File: config.mk
export PLATFORM = sky130hd
export DESIGN_NAME = param_water_lights
export DESIGN_NICKNAME = d
export VERILOG_FILES = /design/src/rtl/param_water_lights_pkg.sv /design/src/rtl/param_water_lights_tick_gen.sv /design/src/rtl/param_water_lights.sv
export SDC_FILE = /design/constraint.sdc
export NUM_CORES = 1
export LEC_CHECK = 0
export BUFFER_PORTS_ARGS = -buffer_cell sky130_fd_sc_hd__clkbuf_2
export CAP_MARGIN = 20
export CORE_MARGIN = 5
export CORE_UTILIZATION = 55
export CTS_CLUSTER_SIZE = 14
export DETAILED_ROUTE_END_ITERATION = 8
export PLACE_DENSITY_LB_ADDON = 0.2
export SLEW_MARGIN = 20
export SYNTH_ARGS = -nofsm -noshare
export SYNTH_HDL_FRONTEND = slang
export SYNTH_SLANG_ARGS = --single-unit
File: constraint.sdc
create_clock -name clk -period 5 [get_ports clk]
set_input_delay 0.25 -clock clk [delete_from_list [all_inputs] [get_ports clk]]
set_output_delay 0.25 -clock clk [all_outputs]
set_load 0.01 [all_outputs]
File: src/rtl/param_water_lights_pkg.sv
// rtl/param_water_lights_pkg.sv - shared encodings for the water-lights LED sequencer
package param_water_lights_pkg;

    typedef enum logic [1:0] {
        MODE_ROL  = 2'b00,
        MODE_ROR  = 2'b01,
        MODE_PING = 2'b10,
        MODE_FILL = 2'b11
    } mode_e;

    typedef enum logic {
        DIR_DOWN = 1'b0,
        DIR_UP   = 1'b1
    } dir_e;

    localparam logic [1:0] FREQ_00 = 2'b00;
    localparam logic [1:0] FREQ_01 = 2'b01;
    localparam logic [1:0] FREQ_10 = 2'b10;
    localparam logic [1:0] FREQ_11 = 2'b11;

endpackage

File: src/rtl/param_water_lights_tick_gen.sv
// rtl/param_water_lights_tick_gen.sv - prescaler producing the step condition
module tick_gen #(
    parameter int DIV_W = 24
) (
    input  logic             clk,
    input  logic             rst,
    input  logic             en,
    input  logic [DIV_W:0]   limit,
    output logic             step
);

    logic [DIV_W-1:0] cnt_q, cnt_d;

    // Compare with >= so a lowered limit fires on the very next enabled edge.
    assign step = en && ({1'b0, cnt_q} >= (limit - 1'b1));

    always_comb begin
        cnt_d = cnt_q;
        if (step) begin
            cnt_d = '0;
        end else if (en) begin
            cnt_d = cnt_q + 1'b1;
        end
    end

    always_ff @(posedge clk or negedge rst) begin
        if (!rst) begin
            cnt_q <= '0;
        end else begin
            cnt_q <= cnt_d;
        end
    end

endmodule

File: src/rtl/param_water_lights.sv
// rtl/param_water_lights.sv - parameterised LED sequencer with four patterns and four step rates
module param_water_lights
    import param_water_lights_pkg::*;
#(
    parameter int N_LED = 8,
    parameter int DIV0  = 2,
    parameter int DIV1  = 4,
    parameter int DIV2  = 8,
    parameter int DIV3  = 16,
    parameter int DIV_W = 24
) (
    input  logic             clk,
    input  logic             rst,
    input  logic             button,
    input  logic [1:0]       freq_set,
    input  logic [1:0]       mode,
    output logic [N_LED-1:0] led,
    output logic             tick
);

    localparam logic [DIV_W:0]   LIM0 = (DIV_W+1)'(DIV0);
    localparam logic [DIV_W:0]   LIM1 = (DIV_W+1)'(DIV1);
    localparam logic [DIV_W:0]   LIM2 = (DIV_W+1)'(DIV2);
    localparam logic [DIV_W:0]   LIM3 = (DIV_W+1)'(DIV3);
    localparam logic [N_LED-1:0] ONE  = {{(N_LED-1){1'b0}}, 1'b1};

    logic [DIV_W:0]   limit;
    logic             step;
    logic [N_LED-1:0] led_q, led_d;
    logic             tick_q, tick_d;
    dir_e             dir_q, dir_d;
    logic             is_onehot;
    logic             is_therm;

    always_comb begin
        limit = LIM0;
        case (freq_set)
            FREQ_00: limit = LIM0;
            FREQ_01: limit = LIM1;
            FREQ_10: limit = LIM2;
            FREQ_11: limit = LIM3;
        endcase
    end

    tick_gen #(.DIV_W(DIV_W)) u_tick_gen (
        .clk   (clk),
        .rst   (rst),
        .en    (button),
        .limit (limit),
        .step  (step)
    );

    // A thermometer value has no set bit above a clear one, so adding 1 never overlaps it.
    assign is_onehot = $onehot(led_q);
    assign is_therm  = ((led_q & (led_q + 1'b1)) == '0);

    always_comb begin
        led_d  = led_q;
        dir_d  = dir_q;
        tick_d = step;
        if (step) begin
            case (mode)
                MODE_ROL: led_d = is_onehot ? {led_q[N_LED-2:0], led_q[N_LED-1]} : ONE;
                MODE_ROR: led_d = is_onehot ? {led_q[0], led_q[N_LED-1:1]} : ONE;
                MODE_PING: begin
                    if (!is_onehot) begin
                        led_d = ONE;
                    end else if (dir_q == DIR_UP) begin
                        if (led_q[N_LED-1]) begin
                            dir_d = DIR_DOWN;
                            led_d = led_q >> 1;
                        end else begin
                            led_d = led_q << 1;
                        end
                    end else begin
                        if (led_q[0]) begin
                            dir_d = DIR_UP;
                            led_d = led_q << 1;
                        end else begin
                            led_d = led_q >> 1;
                        end
                    end
                end
                MODE_FILL: begin
                    if (!is_therm) begin
                        led_d = ONE;
                    end else if (&led_q) begin
                        led_d = '0;
                    end else begin
                        led_d = {led_q[N_LED-2:0], 1'b1};
                    end
                end
            endcase
        end
    end

    always_ff @(posedge clk or negedge rst) begin
        if (!rst) begin
            led_q  <= ONE;
            tick_q <= 1'b0;
            dir_q  <= DIR_UP;
        end else begin
            led_q  <= led_d;
            tick_q <= tick_d;
            dir_q  <= dir_d;
        end
    end

    assign led  = led_q;
    assign tick = tick_q;

endmodule

; Yosys cells after proc, flatten, opt, wreduce, memory -nomap -nowiden
; Cells that the tools add are included.
[totals]
reg_bits = 34
inputBits = 7
output_inout_bits = 9
elab_cells = 45
[op_classes]
n_addsub = 10
order_cmp = 1
eq_ne = 7
mux = 15
bitwise_logic = 1
reduce_logical = 7
[op_table]
columns = cell, n
row1 = 25-bit case mux with 4 select lines, 1
row2 = 8-bit 2-to-1 mux, 8
row3 = 24-bit 2-to-1 mux, 2
row4 = 8-bit case mux with 4 select lines, 1
row5 = 24-bit by 25-bit >= comparator with 1-bit output, 1
row6 = 25-bit by 1-bit subtractor with 25-bit output (second input constant), 1
row7 = 24-bit by 1-bit adder with 24-bit output (second input constant), 1
row8 = 1-bit by 1-bit adder with 2-bit output, 4
row9 = 8-bit by 1-bit adder with 8-bit output (second input constant), 1
row10 = 8-bit AND, 1
row11 = 2-bit == test (second input constant), 4
row12 = 8-bit zero test, 1
row13 = 8-bit AND reduction, 1
row14 = 2-bit by 2-bit adder with 3-bit output, 2
row15 = 3-bit by 3-bit adder with 4-bit output, 1
row16 = 2-bit by 1-bit == test with 1-bit output (second input constant), 2
row17 = 4-bit by 1-bit == test with 1-bit output (second input constant), 1
row18 = 2-bit zero test, 2
row19 = 1-bit 2-to-1 mux, 3
row20 = 3-bit AND reduction, 1
row21 = 2-bit nonzero test, 1
row22 = 1-bit logical AND, 1

; Longest topological paths before layout
; Gate-level depths: netlist of the first run.
[logic_depth]
word_depth = 6
mapped_depth = 14
depth_no_buf = 13

; Cells and area by module
; A second synthesis of the first run with hierarchy kept.
[unflattened]
cells_unflattened = 388
hier_area_um2 = 3263.1
[by_module_without_submodules]
columns = mod, n_inst, cells_per_inst, area_each_um2, seq_area_each_um2
row1 = tick_gen, 1, 248, 2149.6, 600.6
row2 = param_water_lights, 1, 140, 1113.6, 252.7

; Least setup slack after synthesis of the first run
; OpenSTA, ideal clock, no wires.
[synth_timing]
kind = reg-to-reg
from = register led_q[0], in the netlist led[0]
to = register led_q[2], in the netlist led[2]
setup_time_ns = 0.134
arrival_time_ns = 3.964
required_time_ns = 4.866
slack_ns = 0.902
stages_incl_launch_ff = 15
path_buffers = 1
period_less_slack_ns = 4.098
path_cell_list = dfstp_2 clkbuf_1 inv_1 fa_1 fa_1 fa_1 inv_1 ha_1 inv_1 fa_1 and4b_1 a31oi_1 nor3_1 a221oi_1 mux2i_1
[synth_via]
elab_chain_cells = 6
word_cells_on_any_way = 16
classes_between = add/sub: 4 / eq/ne: 1 / mux: 8 / bitwise: 1 / reduce/logical: 2
[synth_lines]
columns = item, line
row1 = start: declaration, param_water_lights.sv:29  ; logic [N_LED-1:0] led_q, led_d;
row2 = start signal: assignment, param_water_lights.sv:103  ; led_q <= led_d;
row3 = 1-bit by 1-bit adder with 2-bit output (implied by the code), param_water_lights.sv:54  ; assign is_onehot = $onehot(led_q);
row4 = 2-bit by 2-bit adder with 3-bit output (implied by the code), param_water_lights.sv:54
row5 = 3-bit by 3-bit adder with 4-bit output (implied by the code), param_water_lights.sv:54
row6 = 4-bit by 1-bit == test with 1-bit output, param_water_lights.sv:54
row7 = "8-bit 2-to-1 mux, on equally long branches", "param_water_lights.sv:66, param_water_lights.sv:63, param_water_lights.sv:64"
row8 = 8-bit case mux with 4 select lines *, param_water_lights.sv:62  ; case (mode)
; Every way passes the cells marked *; elsewhere a longest branch is shown, timed or not.
; A chain may end at the register's enable or synchronous reset.

; Final worst setup path of the first run
; Same ends and word-level chain as after synthesis.

==> summary.md, run 1 <==
| Metric | Value |
|---|---|
| Setup Viol. Count Final | `0` |
| Post-synth ARST share | `100.0%` |
| CP required | `between 5000 and 6000 ps` |
| Yosys warns | `0` |
| Final GP Congestion | `between 0.9 and 1` |
| Drt total wl | `5193 um` |
| Post-route setup slack | `between 800 and 900 ps` |
| Worst slack on hold paths | `around 59 ps` |
| Core Region | `approximately 4300 um^2` |
| Nets | `303` |
| Via density | `around 5.9` |
| Worst Hold Class | `in -> async` |
| Area of the multi-input gates | `1401 um^2` |
| Sequential element share of the synthesized area | `between 30 and 40%` |
| Outcome | `finished, final reports clean` |
| Clk sinks | `34` |
| Biggest area consumer among synthesized cells | `dfrtp_1` |
| FILL cells | `just under 400` |
| Global Route Usage Sum | `a little under a fifth` |
| TritonCTS clock tree | `built` |
| Vias in the first global route | `approximately 1900` |
| Initial antenna violation count | `0` |
| Max Slew Vio Count | `0` |
| Synthesized area | `2412 um^2` |
| Area grow syn2layout | `8.610%` |
| Lkg Pwr | `~1.2 nW` |
| Drc violations | `0` |
| CP most frequent cell | `fa_1` |
| Layout cells sized above 1 | `~13%` |
| Crit start category | `flip-flop` |
| Max FO, Critical Path | `11` |
| CP cell instances | `inv_1 > fa_1 > fa_1 > fa_1 > inv_1 > ha_1 > inv_1 > fa_1 > and4b_1 > a31oi_1 > nor3_1 > a221oi_1 > mux2i_1` |
| Worst path max stage delay | `640 ps` |
| # hold bufs at CTS | `0` |
| Pwr Density | `around 570 nW/um^2` |
| H-tree levels | `2` |
| Antenna Diode Count | `0` |
| Most used DFF post-synth | `dfrtp_1` |
| Port bufs | `15` |
| Cts repair resizes | `0` |
| Drt wl/cell | `15.50 um` |
| Most common cell after layout, fill and taps aside | `nor2_1` |
| FF+latch area | `approximately 850 um^2` |
| First-pass DRT Iterations | `5` |
| Max Root-Sink Buffers | `2` |
| Die area | `~5800 um^2` |
| Fin crit share | `approximately 83%` |
| Max Cap Viol | `0` |
| Final Non-Filler Cells | `335` |
| Root buffer cell | `clkbuf_8` |
| Total gr overflow | `0` |
| Most frequent cells in the layout | `nor2_1 (33), dfrtp_1 (32), inv_1 (27)` |
| Crit end category | `flip-flop` |
| Fmax | `between 0.2 and 0.25 GHz` |
| Site Rows | `24` |
| Vias | `slightly below 2000` |
| EDFF count, synth | `0` |
| RSZ-0062 raised after global routing | `false` |
| Number of CTS-inserted buffers | `5` |
| Ports | `16` |
| Power Total | `1.488 mW` |
| Chip Width | `around 76 um` |
| Final Hold Viols | `0` |
| Cells after Synth | `between 200 and 300` |
| Max-slew headroom | `between 40% and 50%` |
| Worst vdd rail ir drop | `approximately 0.00067 V` |
| Starting Density | `around 56%` |
| Crit-path slowest cell | `dfstp_2` |
| Total Neg Setup Slack | `0 ps` |
| Largest net degree at the start of global routing | `35` |
| Iter 0 DRT Violations | `~110` |
| WS Path Type | `reg -> reg` |
| Skew-Pair Late Insertion Delay | `slightly below 300 ps` |
| Worst-Margin Slew | `~860 ps` |
| Clock-pin slew on the worst setup and hold paths | `approximately 70 ps` |
| Netlist cell types | `50` |
| Max Clock Skew | `approximately 7.7 ps` |
| First-pass GRT wire length | `between 9000 and 10000 um` |
| Post-place setup slack | `871.1 ps` |
| Area share of the largest cell type after synthesis | `33.20%` |
| Post-route ant nets | `0` |
| Tmin final | `~4100 ps` |
| DP Cell Count | `between 300 and 400` |
| DP Wirelength | `between 3000 and 4000 um` |
| Critical path arrival | `~4300 ps` |
| Synth Net Count | `just under 300` |
| Area contributors post-synth | `dfrtp_1 (33%), ha_1 (5.2%), nor2_1 (5.1%)` |
| Mapped Avg Cell Area | `between 8 and 9 um^2` |
| Die height | `between 70 and 80 um` |
| Synth Register Bits | `34` |
| Setup bufs post-CTS | `0` |
## through the flow
step,area (um^2),util (%)
finish,2620,61.01
global route,2620,61.01
CTS,2620,61.01
detailed placement,2504,58.30
global placement,2504,58.30
floorplan,2412,-
## flip-flops by register name (all words and copies together) (netlist names)
signal,flops
u_tick_gen.cnt_q,24
dir_q,1
led,8
tick,1
## final cells by class
cell class	instances	share of cell area, %
inverter	27	3.868
multi-input combinational	198	53.49
clock buffer	7	3.295
clock inverter	1	1.146
sequential	34	32.57
timing repair buffer	16	3.152
tap	52	2.483
## critical path: cells and delay by family, from the launching register on
family / cells / cell delay, ps
AO/OA/AOI/OAI: 2 / 600
adder cells (fa/ha/maj): 5 / 2050
buffers and inverters: 3 / 220
flip-flops: 1 / 640
multiplexers: 1 / 120
AND/OR/NAND/NOR: 2 / 380
## Yosys cell counts (3+ instances only)
library cell	n
xor2_1	5
ha_1	10
clkbuf_1	7
a32oi_1	3
nand2b_1	3
nand3_1	10
a21oi_1	9
inv_1	27
and3_1	7
nand2_1	14
nand4_1	11
xnor2_1	14
nor2_1	33
mux2_2	4
fa_1	4
nor3_1	10
nor4_1	5
o21ai_0	6
nor2b_1	4
a221oi_1	4
dfrtp_1	32
mux2i_1	11
## logic make-up (layout without fill, tap and decap cells)
logic type                 Yosys count  count (layout)  share of synthesized area [%]
and+or+nand+nor                    108             108                          22.82
xor gates and xnor gates            19              19                          6.898
muxes                               16              16                          7.054
other                                1               1                         0.1555
adders and majority gates           14              14                          8.506
AOI/OAI and AO/OA                   40              40                          12.66
DFF                                 34              34                          35.37
buffers and inverters               37              51                          6.536
## per-layer routing
metal / share of wire [%] / up-vias / global-route usage, % / wire [um]
met2: 46 / 55 / 29.54 / 2388
met1: 48 / 941 / 26.51 / 2500
met3: 4.6 / 7 / 3.310 / 237
li1: - / 971 / - / -
met4: 1.3 / 0 / 5.070 / 67
met5: 0 / - / 0 / 0
## worst paths after layout
check,start,to,slack [ps],depth (start not counted)
max,led[0],led[2],860,13
min,rst,led[5],60,1
max reg2reg,led[0],led[2],860,13
min reg2reg,u_tick_gen.cnt_q[0],u_tick_gen.cnt_q[0],570,1
max in group asynchronous,rst,tick,4400,1
min in group clk,button,u_tick_gen.cnt_q[0],340,2
## power breakdown
group | internal [mW] | switching, mW | leakage [nW]
combinational | 0.330 | 0.466 | 0.653
clock | 0.163 | 0.105 | 0.0585
sequential | 0.328 | 0.0963 | 0.457
total | 0.821 | 0.667 | 1.17
Power figures use the tool's default switching activity.
==> inputs of run 2 (changes only) <==
==> constraint.sdc (replaced) <==
create_clock -name clk -period 3.6 [get_ports clk]
set_input_delay 0.18 -clock clk [delete_from_list [all_inputs] [get_ports clk]]
set_output_delay 0.18 -clock clk [all_outputs]
set_load 0.01 [all_outputs]
==> summary.md, run 2 (synthesis gave the netlist of run 1 again) <==
| Metric | Value |
|---|---|
| First-pass DRT Iterations | `4` |
| Worst slack on hold paths | `-11.50 ps` |
| Final GP Congestion | `0.8774` |
| Area grow syn2layout | `15.51%` |
| Post-route setup slack | `-170.7 ps` |
| DP Wirelength | `just under 4000 um` |
| WS Path Type | `reg -> reg` |
| Max FO, Critical Path | `5` |
| Clk sinks | `34` |
| Global Route Usage Sum | `around a fifth` |
| Clock-pin slew on the worst setup and hold paths | `~70 ps` |
| First-pass GRT wire length | `between 9000 and 10000 um` |
| Fmax | `0.2652 GHz` |
| Vias in the first global route | `approximately 2000` |
| TritonCTS clock tree | `built` |
| Setup Viol. Count Final | `8` |
| Via density | `about 5.7` |
| Most common cell after layout, fill and taps aside | `nor2_1` |
| Max-slew headroom | `about 42%` |
| Crit end category | `flip-flop` |
| Fin crit share | `104.7%` |
| Crit start category | `flip-flop` |
| Port bufs | `15` |
| Tmin final | `3771 ps` |
| Worst vdd rail ir drop | `0.0009195 V` |
| Initial antenna violation count | `0` |
| Site Rows | `24` |
| Final core occ | `approximately two thirds` |
| Die area | `roughly 5800 um^2` |
| Largest net degree at the start of global routing | `35` |
| Root buffer cell | `clkbuf_8` |
| Iter 0 DRT Violations | `between 100 and 150` |
| Largest register FFs | `24` |
| Max Slew Vio Count | `0` |
| Chip Width | `roughly 76 um` |
| Failing checks | `negative hold slack, negative setup slack` |
| Number of CTS-inserted buffers | `5` |
| H-tree levels | `2` |
| Worst Hold Class | `in -> async` |
| Final Hold Viols | `2` |
| Ports | `16` |
| RSZ-0062 raised after global routing | `true` |
| Worst Setup SP | `led[0]` |
| Outcome | `finished with violations` |
| Skew-Pair Late Insertion Delay | `between 200 and 300 ps` |
| Max Root-Sink Buffers | `2` |
| Total Neg Setup Slack | `-872.7 ps` |
| Post-route ant nets | `0` |
| DP Cell Count | `~340` |
| Vias | `1985` |
| Most frequent cells in the layout | `nor2_1 (33), dfrtp_1 (32), inv_1 (25)` |
| Total gr overflow | `0` |
| Max Cap Viol | `0` |
| Nets | `~320` |
| Drc violations | `0` |
| Core Region | `~4300 um^2` |
| Biggest register | `u_tick_gen.cnt_q` |
| Lkg Pwr | `1.242 nW` |
| Worst-Margin Slew | `869.1 ps` |
| R2R Path Start | `led[0]` |
| Drt total wl | `between 5000 and 6000 um` |
| Critical path arrival | `3930 ps` |
| Power Total | `between 2 and 2.5 mW` |
| Max Clock Skew | `8.078 ps` |
| CP required | `around 3800 ps` |
| Drt wl/cell | `between 15 and 20 um` |
| Pwr Density | `881.1 nW/um^2` |
| Final Non-Filler Cells | `about 350` |
| Layout cells sized above 1 | `a little over a fifth` |
| Starting Density | `between 50% and 60%` |
| Die height | `about 76 um` |
| Antenna Diode Count | `0` |
## run 2: path summary, 6_finish.rpt
path	cells past startpoint	to	slack (ps)
max in group asynchronous	1	led[4]	3060
min reg2reg	2	dir_q	570
min	1	led[7]	-10
max	13	led[5]	-170
max reg2reg	13	led[5]	-170
min in group clk	2	u_tick_gen.cnt_q[0]	280
## run 2: timing repair
action | CTS | global route
hold buffers | 0 | 0
hold endpoints to repair | 0 | 0
pin swaps | 8 | 3
resized for setup | 4 | 1
setup buffers | 1 | 2
setup endpoints to repair | 8 | 9
## run 2: per-stage QoR
stage | area (um^2) | hold WS [ps] | setup slack (ps)
2_1_floorplan | 2472 | -115.6 | -236.2
3_3_place_gp | 2621 | 343.5 | -146.7
3_5_place_dp | 2621 | 342.9 | -215.5
4_1_cts | 2766 | 29.82 | -155.5
5_1_grt | 2786 | 73.08 | -335.4
6_report | 2786 | -11.50 | -170.7
## run 2: final cells by class
class / count / area, um^2
tap: 52 / 65.06
timing repair buffer: 28 / 172.7
sequential: 34 / 853.3
inverter: 27 / 103.9
multi-input combinational: 198 / 1479
clock inverter: 1 / 30.03
fill: 370 / 1508
clock buffer: 6 / 82.58
## run 2: where the power goes
| part | internal, mW | leakage [nW] | switching [mW] |
|---|---|---|---|
| combinational | 0.693 | 0.728 | 0.851 |
| clock | 0.221 | 0.0573 | 0.138 |
| sequential | 0.456 | 0.457 | 0.0959 |
## run 2: critical path: stages, from the launching register on
cell	delay, ps
dfstp_2	560
inv_4	40
fa_1	450
fa_1	520
fa_1	410
inv_1	70
ha_2	180
inv_2	40
fa_1	430
and4b_2	260
a31oi_4	230
nor3_4	90
a221oi_2	260
mux2i_1	120
## run 2: per-layer routing
metal	vias to the layer above	GRT usage (%)	part of all wire [%]
li1	996	-	-
met1	943	26.64	47
met2	38	33.56	48
met3	8	3.428	3.3
met4	0	6.643	1.6
met5	-	0	0
==> inputs of run 3 (changes only) <==
--- a/config.mk
+++ b/config.mk
@@ -11,7 +11,7 @@
 export CORE_UTILIZATION = 55
 export CTS_CLUSTER_SIZE = 14
 export DETAILED_ROUTE_END_ITERATION = 8
-export PLACE_DENSITY_LB_ADDON = 0.2
+export PLACE_DENSITY_LB_ADDON = 0.15
 export SLEW_MARGIN = 20
 export SYNTH_ARGS = -nofsm -noshare
 export SYNTH_HDL_FRONTEND = slang
==> summary.md, run 3 (synthesis gave the netlist of run 1 again) <==
| Metric | Value |
|---|---|
| Post-route setup slack | `-136.2 ps` |
| Antenna Diode Count | `0` |
| Global Route Usage Sum | `19.81%` |
| Clk sinks | `34` |
| Max FO, Critical Path | `5` |
| Vias in the first global route | `between 2000 and 2500` |
| Drc violations | `0` |
| Largest register FFs | `24` |
| Die area | `a little under 6000 um^2` |
| Area after DPL | `2636 um^2` |
| Clock-pin slew on the worst setup and hold paths | `80 ps` |
| Failing checks | `negative hold slack, negative setup slack` |
| Skew-Pair Late Insertion Delay | `a little under 300 ps` |
| Pwr Density | `about 900 nW/um^2` |
| Site Rows | `24` |
| Max-slew headroom | `between 40% and 50%` |
| Layout cells sized above 1 | `roughly a fifth` |
| Max Slew Vio Count | `0` |
| Biggest register | `u_tick_gen.cnt_q` |
| FILL cells | `between 300 and 400` |
| TritonCTS clock tree | `built` |
| CP cell instances | `inv_4 > fa_1 > fa_1 > fa_1 > inv_1 > ha_2 > inv_2 > fa_1 > and4b_2 > a31oi_4 > nor3_4 > a221oi_2 > mux2i_1` |
| # hold bufs at CTS | `0` |
| Final Hold Viols | `14` |
| H-tree levels | `2` |
| Most common cell after layout, fill and taps aside | `nor2_1` |
| Area grow syn2layout | `16.49%` |
| DP Wirelength | `~4000 um` |
| Root buffer cell | `clkbuf_8` |
| Drt total wl | `5393 um` |
| Lkg Pwr | `1.255 nW` |
| Crit start category | `flip-flop` |
| Nets | `between 300 and 400` |
| Tmin final | `between 3000 and 4000 ps` |
| RSZ-0062 raised after global routing | `true` |
| CP required | `between 3000 and 4000 ps` |
| Critical path arrival | `approximately 3900 ps` |
| Area of the multi-input gates | `about 1500 um^2` |
| Worst path max stage delay | `560 ps` |
| Total Neg Setup Slack | `-678.5 ps` |
| Starting Density | `56.18%` |
| Die height | `between 70 and 80 um` |
| Worst-Margin Slew | `857.1 ps` |
| Fmax | `between 0.2 and 0.3 GHz` |
| Max Clock Skew | `about 5.3 ps` |
| FF+latch area | `853.3 um^2` |
| Worst vdd rail ir drop | `between 0.001 and 0.0015 V` |
| Initial antenna violation count | `0` |
| Fin crit share | `103.8%` |
| Drt wl/cell | `15.54 um` |
| Most frequent cells in the layout | `nor2_1 (33), dfrtp_1 (32), inv_1 (25)` |
| Total gr overflow | `0` |
| Core Region | `around 4300 um^2` |
| Outcome | `finished with violations` |
| WS Path Type | `reg -> reg` |
| Port bufs | `15` |
| CP most frequent cell | `fa_1` |
| Number of CTS-inserted buffers | `5` |
| Iter 0 DRT Violations | `between 150 and 200` |
| Vias | `just over 2000` |
| Setup Viol. Count Final | `7` |
| Worst slack on hold paths | `-8.443 ps` |
| Chip Width | `76.23 um` |
| Post-place setup slack | `-189.8 ps` |
| First-pass DRT Iterations | `4` |
| Max Root-Sink Buffers | `2` |
| Ports | `16` |
| Crit-path slowest cell | `dfstp_2` |
| First-pass GRT wire length | `9687 um` |
| Crit end category | `flip-flop` |
| Max Cap Viol | `0` |
| Design area | `between 2000 and 3000 um^2` |
| Post-route ant nets | `0` |
| Largest net degree at the start of global routing | `35` |
| Worst Hold Class | `in -> async` |
| Final GP Congestion | `between 0.8 and 0.9` |
| Via density | `5.954` |
[run 3: where the power goes]
| part | switching (mW) | total (mW) | leakage [nW] | internal (mW) |
|---|---|---|---|---|
| Sequential | 0.0959 | 0.551 | 0.457 | 0.455 |
| Combinational | 0.834 | 1.55 | 0.730 | 0.720 |
| Clock | 0.148 | 0.426 | 0.0683 | 0.278 |
[run 3: repair_timing]
item	4_1_cts	5_1_grt
endpoints found under the setup margin	8	9
gates resized for setup	5	0
setup buffers	1	0
pin swaps	5	0
[run 3: area by class of cell]
| type | count | area share (%) |
|---|---|---|
| Multi-Input combinational cell | 198 | 52.45 |
| Inverter | 27 | 3.695 |
| Sequential cell | 34 | 30.37 |
| Timing Repair Buffer | 28 | 6.278 |
| Clock buffer | 5 | 2.449 |
| Clock inverter | 3 | 2.449 |
| Tap cell | 52 | 2.315 |
[run 3: path summary, 6_finish.rpt]
kind | from | to | slack [ps] | cells past startpoint
setup / recovery | led[0] | led[4] | -140 | 13
setup reg to reg | led[0] | led[4] | -140 | 13
max in group asynchronous | rst | u_tick_gen.cnt_q[23] | 3070 | 1
min in group clk | button | u_tick_gen.cnt_q[0] | 250 | 2
hold reg to reg | dir_q | dir_q | 550 | 2
hold / removal | rst | led[1] | -8 | 1
[run 3: worst max-delay path, delay by kind of cell, from the launching register on]
kind | cells | cell delay, ps
compound gates | 2 | 460
buf+inv | 3 | 140
flops | 1 | 560
simple gates | 2 | 350
mux | 1 | 110
fa+ha+maj | 5 | 2000
[run 3: per-layer routing]
| metal | up-vias | part of all wire, % | global-route usage (%) |
|---|---|---|---|
| li1 | 997 | - | - |
| met1 | 1003 | 48 | 28.66 |
| met2 | 59 | 46 | 30.74 |
| met3 | 7 | 4.4 | 3.428 |
| met4 | 0 | 1.3 | 4.895 |
| met5 | - | 0 | 0 |
[run 3: through the flow]
step	hold slack, ps	std cells	util (%)	total power, mW
finish	-8.443	347	65.44	2.531
global route	83.42	347	65.44	2.743
CTS	40.49	347	65.44	2.529
detailed placement	348.3	338	61.39	2.026
global placement	348.6	338	61.39	1.997
floorplan	-115.6	269	-	1.636
